--- src/rtl/fifo_tg_pkg.sv ---
// Shared types and helpers for the fifo traffic generator: FSM state encoding
// and the saturating error-count increment.
package fifo_tg_pkg;

    typedef enum logic [1:0] {
        ST_IDLE  = 2'd0,
        ST_FILL  = 2'd1,
        ST_DRAIN = 2'd2,
        ST_DONE  = 2'd3
    } tg_state_t;

    localparam int ERR_CNT_W = 8;

    function automatic logic [ERR_CNT_W-1:0] sat_inc(input logic [ERR_CNT_W-1:0] v);
        return (v == {ERR_CNT_W{1'b1}}) ? v : v + ERR_CNT_W'(1);
    endfunction

endpackage

--- src/rtl/fifo_traffic_gen_if.sv ---
// Push/pop bus between the traffic generator (master) and the fifo (slave).
interface fifo_traffic_gen_if #(
    parameter int WIDTH = 8
) ();

    logic             push;
    logic             pop;
    logic [WIDTH-1:0] data_in;
    logic             full;
    logic             empty;
    logic [WIDTH-1:0] data_out;

    modport master (output push, output pop, output data_in,
                    input  full, input  empty, input  data_out);

    modport slave  (input  push, input  pop, input  data_in,
                    output full, output empty, output data_out);

endinterface

--- src/rtl/fifo_tg_checker.sv ---
// Read-side checker: compares each popped word with the expected sequence and
// keeps sticky mismatch status across rounds.
module fifo_tg_checker
    import fifo_tg_pkg::*;
#(
    parameter int WIDTH = 8
) (
    input  logic                 clk,
    input  logic                 rst_n,
    input  logic                 pop_en,
    input  logic [WIDTH-1:0]     data_out,
    output logic                 err,
    output logic [ERR_CNT_W-1:0] err_cnt
);

    logic [WIDTH-1:0]     rd_seq_r;
    logic                 err_r;
    logic [ERR_CNT_W-1:0] err_cnt_r;

    // Expected-sequence tracking and sticky mismatch capture on every pop
    always_ff @(posedge clk or negedge rst_n) begin
        if (!rst_n) begin
            rd_seq_r  <= {WIDTH{1'b0}};
            err_r     <= 1'b0;
            err_cnt_r <= {ERR_CNT_W{1'b0}};
        end else if (pop_en) begin
            // The sequence advances even on a mismatch so one bad word costs one count
            rd_seq_r <= rd_seq_r + WIDTH'(1);
            if (data_out != rd_seq_r) begin
                err_r     <= 1'b1;
                err_cnt_r <= sat_inc(err_cnt_r);
            end
        end
    end

    assign err     = err_r;
    assign err_cnt = err_cnt_r;

endmodule

--- src/rtl/fifo_traffic_gen.sv ---
// Fifo traffic generator: pushes an incrementing sequence, drains a programmed
// number of words and checks them, clipping bursts against tracked occupancy.
module fifo_traffic_gen
    import fifo_tg_pkg::*;
#(
    parameter int WIDTH = 8,
    parameter int DEPTH = 8,
    parameter int LEN_W = 4
) (
    input  logic                  clk,
    input  logic                  rst_n,
    input  logic                  start,
    input  logic [LEN_W-1:0]      push_len,
    input  logic [LEN_W-1:0]      pop_len,
    fifo_traffic_gen_if.master    fifo_bus,
    output logic                  busy,
    output logic                  done,
    output logic                  err,
    output logic [ERR_CNT_W-1:0]  err_cnt
);

    localparam int OCC_W = $clog2(DEPTH) + 1;
    localparam int TGT_W = (LEN_W > OCC_W) ? LEN_W : OCC_W;
    localparam logic [OCC_W-1:0] DEPTH_OCC = OCC_W'(DEPTH);

    function automatic logic [TGT_W-1:0] clip_tgt(input logic [TGT_W-1:0] req,
                                                  input logic [TGT_W-1:0] lim);
        return (req < lim) ? req : lim;
    endfunction

    tg_state_t        state_r;
    tg_state_t        state_s;
    logic             push_s;
    logic             pop_s;
    logic [LEN_W-1:0] pop_len_r;
    logic [TGT_W-1:0] push_tgt_r;
    logic [TGT_W-1:0] pop_tgt_r;
    logic [TGT_W-1:0] push_cnt_r;
    logic [TGT_W-1:0] pop_cnt_r;
    logic [WIDTH-1:0] wr_seq_r;
    logic [OCC_W-1:0] occ_r;

    // State register
    always_ff @(posedge clk or negedge rst_n) begin
        if (!rst_n) begin
            state_r <= ST_IDLE;
        end else begin
            state_r <= state_s;
        end
    end

    // Next state and strobes; a phase ends the cycle after its count is met
    always_comb begin
        state_s = state_r;
        push_s  = 1'b0;
        pop_s   = 1'b0;
        case (state_r)
            ST_IDLE: begin
                if (start) begin
                    state_s = ST_FILL;
                end else begin
                    state_s = ST_IDLE;
                end
            end
            ST_FILL: begin
                if (push_cnt_r >= push_tgt_r) begin
                    state_s = ST_DRAIN;
                end else begin
                    push_s = !fifo_bus.full;
                end
            end
            ST_DRAIN: begin
                if (pop_cnt_r >= pop_tgt_r) begin
                    state_s = ST_DONE;
                end else begin
                    pop_s = !fifo_bus.empty;
                end
            end
            ST_DONE: begin
                state_s = ST_IDLE;
            end
            default: begin
                state_s = ST_IDLE;
            end
        endcase
    end

    // Burst targets and per-round counters
    always_ff @(posedge clk or negedge rst_n) begin
        if (!rst_n) begin
            pop_len_r  <= {LEN_W{1'b0}};
            push_tgt_r <= {TGT_W{1'b0}};
            pop_tgt_r  <= {TGT_W{1'b0}};
            push_cnt_r <= {TGT_W{1'b0}};
            pop_cnt_r  <= {TGT_W{1'b0}};
        end else begin
            case (state_r)
                ST_IDLE: begin
                    if (start) begin
                        push_tgt_r <= clip_tgt(TGT_W'(push_len), TGT_W'(DEPTH_OCC - occ_r));
                        pop_len_r  <= pop_len;
                    end
                    push_cnt_r <= {TGT_W{1'b0}};
                    pop_cnt_r  <= {TGT_W{1'b0}};
                end
                ST_FILL: begin
                    if (push_s) begin
                        push_cnt_r <= push_cnt_r + TGT_W'(1);
                    end
                    // occ_r is final here because no push happens on the exit cycle
                    if (push_cnt_r >= push_tgt_r) begin
                        pop_tgt_r <= clip_tgt(TGT_W'(pop_len_r), TGT_W'(occ_r));
                    end
                end
                ST_DRAIN: begin
                    if (pop_s) begin
                        pop_cnt_r <= pop_cnt_r + TGT_W'(1);
                    end
                end
                default: begin
                end
            endcase
        end
    end

    // Write sequence and occupancy persist across rounds
    always_ff @(posedge clk or negedge rst_n) begin
        if (!rst_n) begin
            wr_seq_r <= {WIDTH{1'b0}};
            occ_r    <= {OCC_W{1'b0}};
        end else if (push_s) begin
            wr_seq_r <= wr_seq_r + WIDTH'(1);
            occ_r    <= occ_r + OCC_W'(1);
        end else if (pop_s) begin
            occ_r    <= occ_r - OCC_W'(1);
        end
    end

    fifo_tg_checker #(
        .WIDTH (WIDTH)
    ) u_checker (
        .clk      (clk),
        .rst_n    (rst_n),
        .pop_en   (pop_s),
        .data_out (fifo_bus.data_out),
        .err      (err),
        .err_cnt  (err_cnt)
    );

    assign fifo_bus.push    = push_s;
    assign fifo_bus.pop     = pop_s;
    assign fifo_bus.data_in = wr_seq_r;
    assign busy             = (state_r != ST_IDLE);
    assign done             = (state_r == ST_DONE);

endmodule
--- src/flat_wrapper.sv ---
// flat-port wrapper written by rule: the top's interface ports become plain ports
module fifo_traffic_gen_flat import fifo_tg_pkg::*;
#(
    parameter int WIDTH = 8,
    parameter int DEPTH = 8,
    parameter int LEN_W = 4
)
  (clk, rst_n, start, push_len, pop_len, busy, done, err, err_cnt, fifo_bus_push, fifo_bus_pop, fifo_bus_data_in, fifo_bus_full, fifo_bus_empty, fifo_bus_data_out);
  fifo_traffic_gen_if #(.WIDTH(WIDTH)) fifo_bus_i ();
  input  logic clk;
  input  logic rst_n;
  input  logic start;
  input  logic [LEN_W-1:0] push_len;
  input  logic [LEN_W-1:0] pop_len;
  output logic busy;
  output logic done;
  output logic err;
  output logic [ERR_CNT_W-1:0] err_cnt;
  output wire logic [$bits(fifo_bus_i.push)-1:0] fifo_bus_push;
  output wire logic [$bits(fifo_bus_i.pop)-1:0] fifo_bus_pop;
  output wire logic [$bits(fifo_bus_i.data_in)-1:0] fifo_bus_data_in;
  input wire logic [$bits(fifo_bus_i.full)-1:0] fifo_bus_full;
  input wire logic [$bits(fifo_bus_i.empty)-1:0] fifo_bus_empty;
  input wire logic [$bits(fifo_bus_i.data_out)-1:0] fifo_bus_data_out;
  assign fifo_bus_push = fifo_bus_i.push;
  assign fifo_bus_pop = fifo_bus_i.pop;
  assign fifo_bus_data_in = fifo_bus_i.data_in;
  assign fifo_bus_i.full = fifo_bus_full;
  assign fifo_bus_i.empty = fifo_bus_empty;
  assign fifo_bus_i.data_out = fifo_bus_data_out;
  fifo_traffic_gen #(.WIDTH(WIDTH), .DEPTH(DEPTH), .LEN_W(LEN_W)) u_core (.clk(clk), .rst_n(rst_n), .start(start), .push_len(push_len), .pop_len(pop_len), .fifo_bus(fifo_bus_i), .busy(busy), .done(done), .err(err), .err_cnt(err_cnt));
endmodule
--- config.mk ---
export PLATFORM = sky130hd
export DESIGN_NAME = fifo_traffic_gen_flat
export DESIGN_NICKNAME = d
export VERILOG_FILES = /design/src/rtl/fifo_tg_pkg.sv /design/src/rtl/fifo_traffic_gen_if.sv /design/src/rtl/fifo_tg_checker.sv /design/src/rtl/fifo_traffic_gen.sv /design/src/flat_wrapper.sv
export SDC_FILE = /design/constraint.sdc
export NUM_CORES = 1
export LEC_CHECK = 0
export BUFFER_PORTS_ARGS = -buffer_cell sky130_fd_sc_hd__buf_2
export CORE_ASPECT_RATIO = 0.7
export CORE_MARGIN = 1.5
export CORE_UTILIZATION = 61
export CTS_CLUSTER_SIZE = 28
export DETAILED_ROUTE_END_ITERATION = 10
export GPL_TIMING_DRIVEN = 0
export HOLD_SLACK_MARGIN = 0.15
export PLACE_DENSITY = 0.81
export SLEW_MARGIN = 20
export SYNTH_ARGS = -nofsm -noshare
export SYNTH_HDL_FRONTEND = slang
export SYNTH_HIERARCHICAL = 1
export SYNTH_SLANG_ARGS = --single-unit
--- constraint.sdc ---
create_clock -name clk -period 6.8 [get_ports clk]
set_input_delay 1.02 -clock clk [delete_from_list [all_inputs] [get_ports clk]]
set_output_delay 1.02 -clock clk [all_outputs]
set_load 0.01 [all_outputs]
==> flow_summary.toml <==
[status]
outcome = "complete, but fails checks"
failed_checks = "design-rule violations"

[setup_path]
critPathKind = "flip-flop to primary output"
crit_arrival_ns = 2.16
worst_setup_path_start_kind = "flip-flop"
critical-path-max-stage-delay_ns = 0.46
required_ns = 5.78
crit_slowest_cell = "nor2_2"
path_max_fanout = 11
end_kind = "primary output"
crit_chain = "inv_1, ha_1, nor3b_2, o211ai_4, nor2_2, buf_2"
r2r_cells = 8

[routing]
vias = 2170
routed_wl_mm = 5.59
antenna_left = 0
wl_per_cell_um = 14.8
drt_first_pass_iters = 7
post-route-drc-count = 2
via_per_inst = 5.74
drt_iter0_drc = 141

[place]
portBuffers = 41
gp_congestion = 0.784
place_inst = 370
dp_hpwl_mm = 4.28

[timing]
setup_tns_ns = 0
worst_pin_slew_ns = 0.636
clock_skew_ns = 0.00969
slew_violations = 0
fin_crit_sh_pct = 46.8
rsz0062_at_grt = "false"
setup_viol_count_final = 0
fmax_ghz = 0.314
hold_viol = 0
timing.hold.ws_ns = 0.463
period_minus_slack_ns = 3.18
max-slew-margin-rel_pct = 57.6

[layout]
fin_cells = 378
num-nets-final = 370
syn_to_final_growth_pct = 12.4
antenna_cells = 0
drive_gt1_share_pct = 22.3

[clocking]
cts_tree = "done"
cts_sinks = 51
cts_resized = 0
clk_latency_ns = 0.31
htree_levels = 2
cts_made_buffers = 5
ctsRootBufferMaster = "clkbuf_8"
hold_buffers = 0
clock_path_buffers = 2
path_clk_slew_ns = 0.09
post_cts_buffers = 0

[global_route]
grt_max_degree = 52
grt_pass1_vias = 2069
grt_use_total_pct = 24.5
grt_pass1_wl_mm = 9.57
overflow = 0
antenna_found_initial = 0

[die]
fp.dieH_um = 60.8
start_util_pct = 65.4
fp-row-count = 20
die_w_um = 85.6
dieArea_um2 = 5200
core_area_um2 = 4450
boundaryPins = 42

[synthesis]
postSynthNetCount = 322
synthCells = 274
yosysUniqueCellTypes = 36
yosysSeqAreaShare_pct = 43.8
ys_ff_latch = 51
synthTopCellsByArea = "dfrtp_1 (44%), ha_1 (11%), xnor2_1 (5.7%)"
synth_area_um2 = 2910
yosys.area.top_type_share_pct = 43.8
syn_avg_cell_area_um2 = 10.6
yosys.area.top_type = "dfrtp_1"
yosysWarningCount = 6

[power_and_ir_drop]
p_leak_nw = 1.62
powerDensity_nw_per_um2 = 409
vdd_drop_max_uv = 295

[hold_path]
hold_path_depth = 1
holdCritPathClass = "flip-flop to flip-flop"

[flow_run]
drv_cap = 0
## power by group
| part | internal [mW] | total [mW] | switching (mW) |
|---|---|---|---|
| clock network | 0.0721 | 0.171 | 0.0991 |
| logic | 0.301 | 0.659 | 0.358 |
| registers | 0.402 | 0.508 | 0.106 |
| total | 0.776 | 1.34 | 0.563 |
## logic make-up (layout without fill, tap and decap cells)
kind of cell	after synthesis	in the layout	synth area share [%]
flip-flops	51	51	43.8
multiplexers	17	17	6.53
adder cells (fa/ha/maj)	27	27	11.9
XOR/XNOR	36	36	10.8
buffers and inverters	23	72	3.82
AO/OA/AOI/OAI	37	37	7.91
AND/OR/NAND/NOR	83	83	15.2
## cell usage after synthesis
master,number
nor3b_2,3
xor2_1,17
a21o_1,2
o21ai_1,1
o21ai_0,16
o211ai_4,1
fa_1,1
ha_1,26
mux2_4,2
xnor2_1,19
and2_1,1
nor3_1,1
o211ai_1,3
mux2_2,8
buf_2,1
buf_6,1
nand2b_1,4
nor2_1,12
mux2i_1,7
dfrtp_1,51
a21oi_1,10
buf_1,1
nand2_1,30
nand4_1,13
nand3_1,3
o21ai_2,3
nor3_2,2
nor2_2,1
o211a_1,1
buf_12,1
and4_1,1
and3_4,1
and3_1,7
nor2b_1,2
nor4_1,2
inv_1,19
## path summary, 6_finish.rpt
kind                                            from                           to  slack (ns)
worst max-delay path             u_core/pop_cnt_r[0]                 fifo_bus_pop        3.62
worst min-delay path            u_core/u_checker/err         u_core/u_checker/err        0.46
worst max register to register   u_core/pop_cnt_r[0]  u_core/u_checker/err_cnt[6]        4.16
worst min register to register  u_core/u_checker/err         u_core/u_checker/err        0.46
max in group asynchronous                      rst_n          u_core/pop_len_r[3]        5.64
min in group asynchronous                      rst_n         u_core/push_tgt_r[3]        0.72
## layout by cell type (no fill, tap or decap), drive strengths merged, types with 2 or more instances in the layout
cell type  instances
inv               19
nor2              13
nor2b              2
xor2              17
buf               45
nor3b              3
dfrtp             51
ha                26
xnor2             19
clkbuf             6
mux2              10
nor3               3
a21oi             10
nor4               2
and3               8
nand2             30
o21ai             20
mux2i              7
o211ai             4
nand4             13
nand3              3
a21o               2
nand2b             4
## layer usage
metal  vias to the layer above  GRT usage (%)  wire length [µm]
met5                         -              0                 0
met4                         0           6.91                42
met3                         6           7.62               317
met2                        78           39.9              2560
met1                      1050           32.3              2670
li1                       1036              -                 -
## worst max-delay path: cells and delay by family (launching register included)
| family | cells | cell delay (ns) |
|---|---|---|
| adders and majority gates | 1 | 0.28 |
| buffers and inverters | 2 | 0.30 |
| and+or+nand+nor | 2 | 0.69 |
| DFF | 1 | 0.42 |
| AOI/OAI and AO/OA | 1 | 0.18 |
## metrics by stage
step | power [mW] | utilization [%] | instance area [µm²] | worst slack (ns)
CTS | 1.34 | 73.5 | 3270 | 3.62
detailed placement | 1.17 | 71.6 | 3190 | 3.94
floorplan | 0.986 | - | 2910 | 4.28
finish | 1.34 | 73.5 | 3270 | 3.62
global route | 1.46 | 73.5 | 3270 | 3.45
global placement | 1.12 | 71.5 | 3190 | 3.98
## area by class of cell
cell class,count,area [µm²]
Timing Repair Buffer,41,208
Buffer,4,40.0
Clock buffer,6,72.6
Clock inverter,2,12.5
Tap cell,55,68.8
Fill cell,347,1180
Sequential cell,51,1280
Inverter,19,71.3
Multi-Input combinational cell,200,1520
## state kept, by name, indices dropped and copies added, names as in the netlist
name,count
u_core/fifo_bus.data_in,8
u_core/u_checker/err_cnt,8
u_core/u_checker/rd_seq_r,8
u_core/occ_r,4
u_core/pop_cnt_r,4
u_core/pop_len_r,4
u_core/pop_tgt_r,4
u_core/push_cnt_r,4
u_core/push_tgt_r,4
u_core/state_r,2
u_core/u_checker/err,1
(Power assumes the default switching activity.)
